--- src/rtl/wb_regfile_pkg.sv ---
// Shared types and encodings for the Y86 write-back register file.
//   WORD_W / BYTE_W : datapath and ID/icode widths
//   RNONE           : "no destination" register ID
//   IHALT / INOP    : instruction codes that affect retire/halt behaviour
//   state_t         : halt state machine encoding
package wb_regfile_pkg;

    localparam int unsigned WORD_W   = 32;
    localparam int unsigned BYTE_W   = 8;
    localparam int unsigned REG_ID_W = 4;

    typedef logic [WORD_W-1:0] word_t;
    typedef logic [BYTE_W-1:0] byte_t;

    localparam byte_t RNONE = 8'h0F;
    localparam byte_t IHALT = 8'h00;
    localparam byte_t INOP  = 8'h01;

    typedef enum logic {
        RUN    = 1'b0,
        HALTED = 1'b1
    } state_t;

endpackage

--- src/rtl/wb_regfile_bypass.sv ---
// One decode read port: out-of-range IDs read as zero, otherwise the
// pending M write wins over the pending E write, which wins over storage.
// This mirrors commit priority so the read equals the post-edge content.
//   src    : register ID being read
//   we_m/dst_m/val_m, we_e/dst_e/val_e : pending write-back ports
//   stored : storage content at src
//   rval   : resolved read data (combinational)
module wb_regfile_bypass
    import wb_regfile_pkg::*;
#(
    parameter int unsigned NREGS = 8
) (
    input  logic [BYTE_W-1:0] src,
    input  logic              we_m,
    input  logic [BYTE_W-1:0] dst_m,
    input  logic [WORD_W-1:0] val_m,
    input  logic              we_e,
    input  logic [BYTE_W-1:0] dst_e,
    input  logic [WORD_W-1:0] val_e,
    input  logic [WORD_W-1:0] stored,
    output logic [WORD_W-1:0] rval
);

    localparam logic [BYTE_W-1:0] NREGS_B = BYTE_W'(NREGS);

    always_comb begin
        rval = stored;
        if (src >= NREGS_B)
            rval = '0;
        else if (we_m && (src == dst_m))
            rval = val_m;
        else if (we_e && (src == dst_e))
            rval = val_e;
    end

endmodule

--- src/rtl/wb_regfile.sv ---
// Y86 write-back register file: commits valE/valM, serves two bypassed
// decode read ports, keeps a sticky halt flag and a retired counter.
//   clk, rst          : clock, synchronous active-high reset
//   wb_icode          : icode in write-back (INOP = bubble, IHALT = halt)
//   wb_valE/wb_dstE   : ALU result and its destination
//   wb_valM/wb_dstM   : memory result and its destination (wins on tie)
//   wb_stall          : freezes all state and disables bypass
//   d_srcA/d_srcB     : read IDs; d_rvalA/d_rvalB combinational read data
//   halted            : sticky halt flag
//   retired           : count of retired non-bubble instructions
module wb_regfile
    import wb_regfile_pkg::*;
#(
    parameter int unsigned NREGS = 8
) (
    input  logic              clk,
    input  logic              rst,
    input  logic [BYTE_W-1:0] wb_icode,
    input  logic [WORD_W-1:0] wb_valE,
    input  logic [WORD_W-1:0] wb_valM,
    input  logic [BYTE_W-1:0] wb_dstE,
    input  logic [BYTE_W-1:0] wb_dstM,
    input  logic              wb_stall,
    input  logic [BYTE_W-1:0] d_srcA,
    input  logic [BYTE_W-1:0] d_srcB,
    output logic [WORD_W-1:0] d_rvalA,
    output logic [WORD_W-1:0] d_rvalB,
    output logic              halted,
    output logic [WORD_W-1:0] retired
);

    localparam int unsigned       IDX_W   = (NREGS > 1) ? $clog2(NREGS) : 1;
    localparam logic [BYTE_W-1:0] NREGS_B = BYTE_W'(NREGS);

    logic [WORD_W-1:0] regs [NREGS];
    logic [WORD_W-1:0] count;
    state_t            state;
    logic              active;
    logic              we_e;
    logic              we_m;
    logic [WORD_W-1:0] stored_a;
    logic [WORD_W-1:0] stored_b;

    assign halted  = (state == HALTED);
    assign retired = count;

    // Nothing moves while stalled or after HALT has retired.
    assign active = !wb_stall && !halted;
    assign we_e   = (wb_dstE < NREGS_B) && active;
    assign we_m   = (wb_dstM < NREGS_B) && active;

    // Out-of-range IDs are masked to zero inside the bypass.
    assign stored_a = regs[IDX_W'(d_srcA)];
    assign stored_b = regs[IDX_W'(d_srcB)];

    // Storage, retire counter and halt FSM; M is written last so it wins.
    always_ff @(posedge clk) begin
        if (rst) begin
            for (int i = 0; i < int'(NREGS); i++) regs[i] <= '0;
            count <= '0;
            state <= RUN;
        end else begin
            if (we_e) regs[IDX_W'(wb_dstE)] <= wb_valE;
            if (we_m) regs[IDX_W'(wb_dstM)] <= wb_valM;
            if (active && (wb_icode != INOP)) count <= count + WORD_W'(1);
            case (state)
                RUN:     if (!wb_stall && (wb_icode == IHALT)) state <= HALTED;
                HALTED:  state <= HALTED;
                default: state <= RUN;
            endcase
        end
    end

    wb_regfile_bypass #(.NREGS(NREGS)) u_port_a (
        .src    (d_srcA),
        .we_m   (we_m),
        .dst_m  (wb_dstM),
        .val_m  (wb_valM),
        .we_e   (we_e),
        .dst_e  (wb_dstE),
        .val_e  (wb_valE),
        .stored (stored_a),
        .rval   (d_rvalA)
    );

    wb_regfile_bypass #(.NREGS(NREGS)) u_port_b (
        .src    (d_srcB),
        .we_m   (we_m),
        .dst_m  (wb_dstM),
        .val_m  (wb_valM),
        .we_e   (we_e),
        .dst_e  (wb_dstE),
        .val_e  (wb_valE),
        .stored (stored_b),
        .rval   (d_rvalB)
    );

endmodule

--- config.mk ---
export PLATFORM = sky130hd
export DESIGN_NAME = wb_regfile
export DESIGN_NICKNAME = d
export VERILOG_FILES = /design/src/rtl/wb_regfile_pkg.sv /design/src/rtl/wb_regfile_bypass.sv /design/src/rtl/wb_regfile.sv
export SDC_FILE = /design/constraint.sdc
export NUM_CORES = 1
export LEC_CHECK = 0
export CORE_MARGIN = 2
export CORE_UTILIZATION = 50
export CTS_BUF_LIST = sky130_fd_sc_hd__clkbuf_16
export DETAILED_ROUTE_END_ITERATION = 7
export GPL_TIMING_DRIVEN = 0
export PLACE_DENSITY = 0.72
export RECOVER_POWER = 100
export REMOVE_ABC_BUFFERS = 1
export SKIP_CTS_REPAIR_TIMING = 1
export SLEW_MARGIN = 40
export SYNTH_ARGS = -nofsm -noshare
export SYNTH_HDL_FRONTEND = slang
export SYNTH_SLANG_ARGS = --single-unit
export TNS_END_PERCENT = 20
--- constraint.sdc ---
create_clock -name clk -period 10.45 [get_ports clk]
set_clock_uncertainty 0.1 [all_clocks]
set_input_delay 2.6125 -clock clk [delete_from_list [all_inputs] [get_ports clk]]
set_output_delay 2.6125 -clock clk [all_outputs]
set_load 0.02 [all_outputs]
==> PnR_summary.wiki <==
{| class="wikitable"
! Metric !! Value
|-
| Setup repair after global routing missed its margin || false
|-
| Clock transition at path regs || 0.05 ns
|-
| Longest individual stage delay on the worst path || 0.96 ns
|-
| Area added between synthesis and finish || 20.0%
|-
| First-pass iteration count of the detailed router || 6
|-
| Cell type with the highest aggregate area in the netlist || sky130_fd_sc_hd__edfxtp_1
|-
| Initial antenna violation count || 1
|-
| Data arrival time of the critical path || 6.63 ns
|-
| Die Area || 39800 µm²
|-
| Synth Instances || 1968
|-
| Category of the worst setup path launch point || primary input
|-
| HPWL after detailed placement || 46300 µm
|-
| Chip Height || 199 µm
|-
| Starting density of the core || 50.7%
|-
| Most common cell after layout, fill and taps aside || sky130_fd_sc_hd__nand2_1
|-
| Largest buffer count on any clock path || 3
|-
| Distinct cells, synth || 44
|-
| Post-synth ARST share || 0%
|-
| Family of cells with the greatest summed delay on the critical path || buffers and inverters
|-
| Antenna-violating nets left || 0
|-
| Fin crit share || 89.4%
|-
| Total number of nets in the final design || 2213
|-
| Final slew viol count || 243
|-
| Peak fanout along the critical path || 9
|-
| Reg-to-reg critical path endpoint || regs[1][6]$_DFFE_PP_
|-
| Detailed-route wire length || 69900 µm
|-
| Vias per cell || 6.64
|-
| Number of H-tree branching levels || 2
|-
| Last element of the critical path || d_rvalB[12]
|-
| Clock tree from TritonCTS || yes
|-
| Final critical path time including I/O delays and setup || 9.35 ns
|-
| Routability congestion estimate || 0.831
|-
| DR iter-0 viols || 2700
|-
| Met1 demand-to-capacity share in global routing || 44.2%
|-
| Wire length per cell || 26.5 µm
|-
| Critical path required time || 7.74 ns
|-
| Number of sinks driven by the clock tree || 289
|-
| Number of cell instances on the worst register-to-register path || 6
|-
| Leading register cell type out of synthesis || sky130_fd_sc_hd__edfxtp_1
|-
| Core Region || 37700 µm²
|-
| Number of top-level pins || 204
|-
| Max-cap check violation count || 12
|-
| Sum of buffers and inverters on the critical path || 4
|-
| Leakage || 7.34 nW
|-
| Logic depth of the worst setup path including buffers || 9
|-
| Total number of yosys warnings || 0
|-
| Critical path class || primary input to output port
|-
| Total via count in the routed design || 17526
|-
| Worst setup EP type || output port
|-
| Standard cell with the maximum stage delay on the critical path || sky130_fd_sc_hd__nor3_1
|-
| Detailed-route DRC error count || 0
|-
| Top achievable clock speed || 107 MHz
|-
| Latest clock arrival within the worst-skew pair || 0.53 ns
|-
| Global-route wire length before repair || 104000 µm
|-
| Share of layout cells above drive strength 1 || 15.5%
|-
| Final total negative setup slack || 0 ns
|-
| Met2 layer usage reported by global route || 55.1%
|-
| Total congestion overflow after global routing || 0
|-
| Row count || 71
|-
| Power per Cell Area || 126 nW/µm²
|-
| Vias in the first global route || 17983
|-
| Fraction of met3 tracks used by global routing || 9.54%
|-
| Average cell area after synthesis || 9.70 µm²
|-
| Number of synthesized register bits || 289
|-
| Launching instance or port of the critical path || wb_stall
|-
| Violations in the final reports || capacitance limit, slew limit
|-
| Port-buffer cells || 203
|-
| Layer with the highest usage after global routing || met2
|-
| Worst Tran Pin Value || 2.37 ns
|-
| Synth top area cells || sky130_fd_sc_hd__edfxtp_1 (40%), sky130_fd_sc_hd__mux4_2 (15%), sky130_fd_sc_hd__nand2_1 (12%), sky130_fd_sc_hd__o21ai_0 (5.4%), sky130_fd_sc_hd__clkbuf_1 (3.9%)
|-
| Die X-Extent || 199 µm
|-
| TritonCTS buffer count || 34
|-
| Relative max-transition margin || -58.1%
|-
| Top library cells by usage in the layout, fill and taps aside || sky130_fd_sc_hd__nand2_1 (589), sky130_fd_sc_hd__edfxtp_1 (256), sky130_fd_sc_hd__o21ai_0 (236), sky130_fd_sc_hd__mux4_2 (128), sky130_fd_sc_hd__clkdlybuf4s50_1 (105)
|-
| Run status || complete, but fails checks
|-
| Class of the most critical hold timing path || flop to flop
|-
| Share of the yosys chip area belonging to registers || 43.7%
|-
| EDFF count, synth || 256
|-
| Worst hold margin || 0.419 ns
|-
| Slack of the worst reg-to-reg path || 4.39 ns
|-
| Final number of hold-violating endpoints || 0
|-
| CP cell instances || dlygate4sd3_1 > nor2_1 > nand3_1 > nor3_1 > clkbuf_1 > clkbuf_1 > nand2_1 > a21oi_1 > dlygate4sd3_1
|-
| Reg-to-reg critical path startpoint || halted$_SDFF_PP0_
|-
| Worst vdd ir || 0.0880 mV
|-
| Clock Tree Root || sky130_fd_sc_hd__clkbuf_16
|-
| Pin count of the biggest net entering global routing || 44
|-
| Area share of the largest cell type after synthesis || 40.3%
|-
| GRT Resource Usage Total || 35.4%
|-
| Mapped cell area || 19100 µm²
|-
| Final setup violating endpoints || 0
|}
==> power by group <==
group / internal [W] / switching (W)
clock network: 0.000659 / 0.000491
logic: 0.000192 / 0.000201
registers: 0.00131 / 0.0000288
total: 0.00216 / 0.000721
==> worst min-delay path, delay by kind of cell, from the launching register on <==
family	cells	cell delay, ns
AO/OA/AOI/OAI	1	0.06
AND/OR/NAND/NOR	1	0.07
flip-flops	1	0.33
==> cells in the mapped netlist, types with 3 or more instances <==
master,count
sky130_fd_sc_hd__nor4_1,6
sky130_fd_sc_hd__inv_1,5
sky130_fd_sc_hd__buf_4,3
sky130_fd_sc_hd__and3_1,9
sky130_fd_sc_hd__nand4_1,16
sky130_fd_sc_hd__clkbuf_1,200
sky130_fd_sc_hd__or4_1,4
sky130_fd_sc_hd__nor4_2,5
sky130_fd_sc_hd__o21ai_1,56
sky130_fd_sc_hd__nor2_1,38
sky130_fd_sc_hd__a21oi_1,70
sky130_fd_sc_hd__mux4_2,128
sky130_fd_sc_hd__o21ai_0,205
sky130_fd_sc_hd__or3_1,16
sky130_fd_sc_hd__nand3_1,10
sky130_fd_sc_hd__nand2b_1,66
sky130_fd_sc_hd__mux2_2,64
sky130_fd_sc_hd__o221ai_1,64
sky130_fd_sc_hd__xor2_1,32
sky130_fd_sc_hd__xnor2_1,22
sky130_fd_sc_hd__buf_2,23
sky130_fd_sc_hd__dfxtp_1,33
sky130_fd_sc_hd__buf_1,7
sky130_fd_sc_hd__edfxtp_1,256
sky130_fd_sc_hd__nor3_1,18
sky130_fd_sc_hd__nand2_1,592
==> registers in the layout (all words and copies together) (netlist names) <==
signal / flops
regs: 256
retired: 32
halted: 1
==> metal layers <==
metal / up-vias / part of all wire (%)
li1: 7377 / -
met1: 8228 / 35
met2: 1556 / 44
met3: 365 / 14
met4: 0 / 6.6
met5: - / 0
==> cell type report <==
class | instances | area [µm²]
well taps | 511 | 639
repair buffers | 334 | 2970
diodes | 1 | 2.50
multi-input cells | 1441 | 9860
fillers | 3113 | 14800
flip-flops and latches | 289 | 8350
clock inverters | 24 | 184
inverters | 5 | 18.8
clock buffers | 35 | 876
==> per-stage QoR <==
step | instance area (µm²) | std cells | utilization [%] | total power, W | worst slack, ns
2_1_floorplan | 18200 | 1735 | - | 0.00154 | 1.03
6_report | 22900 | 2640 | 60.8 | 0.00288 | 1.10
3_3_place_gp | 20800 | 2449 | 55.3 | 0.00174 | -7.96
5_1_grt | 22900 | 2640 | 60.8 | 0.00295 | 0.904
4_1_cts | 23500 | 2639 | 62.3 | 0.00288 | 1.71
3_5_place_dp | 22400 | 2580 | 59.4 | 0.00175 | 1.71
==> how the worst min path moves through the flow <==
stage | to | depth (start not counted) | start | slack (ns)
finish | retired[25]$_SDFFE_PP0P_ | 2 | retired[25]$_SDFFE_PP0P_ | 0.42
global route | retired[24]$_SDFFE_PP0P_ | 2 | retired[24]$_SDFFE_PP0P_ | 0.45
CTS | retired[30]$_SDFFE_PP0P_ | 2 | retired[30]$_SDFFE_PP0P_ | 0.42
detailed placement | retired[30]$_SDFFE_PP0P_ | 2 | retired[30]$_SDFFE_PP0P_ | 0.41
global placement | retired[30]$_SDFFE_PP0P_ | 2 | retired[30]$_SDFFE_PP0P_ | 0.40
floorplan | retired[30]$_SDFFE_PP0P_ | 2 | retired[30]$_SDFFE_PP0P_ | 0.46
==> kinds of logic after synthesis <==
group,after synthesis,share of synthesized area (%)
and+or+nand+nor,792,17.9
AOI/OAI and AO/OA,401,12.0
DFF,289,43.7
buffers and inverters,238,4.89
muxes,193,18.9
xor gates and xnor gates,54,2.48
adders and majority gates,1,0.0655
No activity file was read; power rests on OpenSTA's default activity.
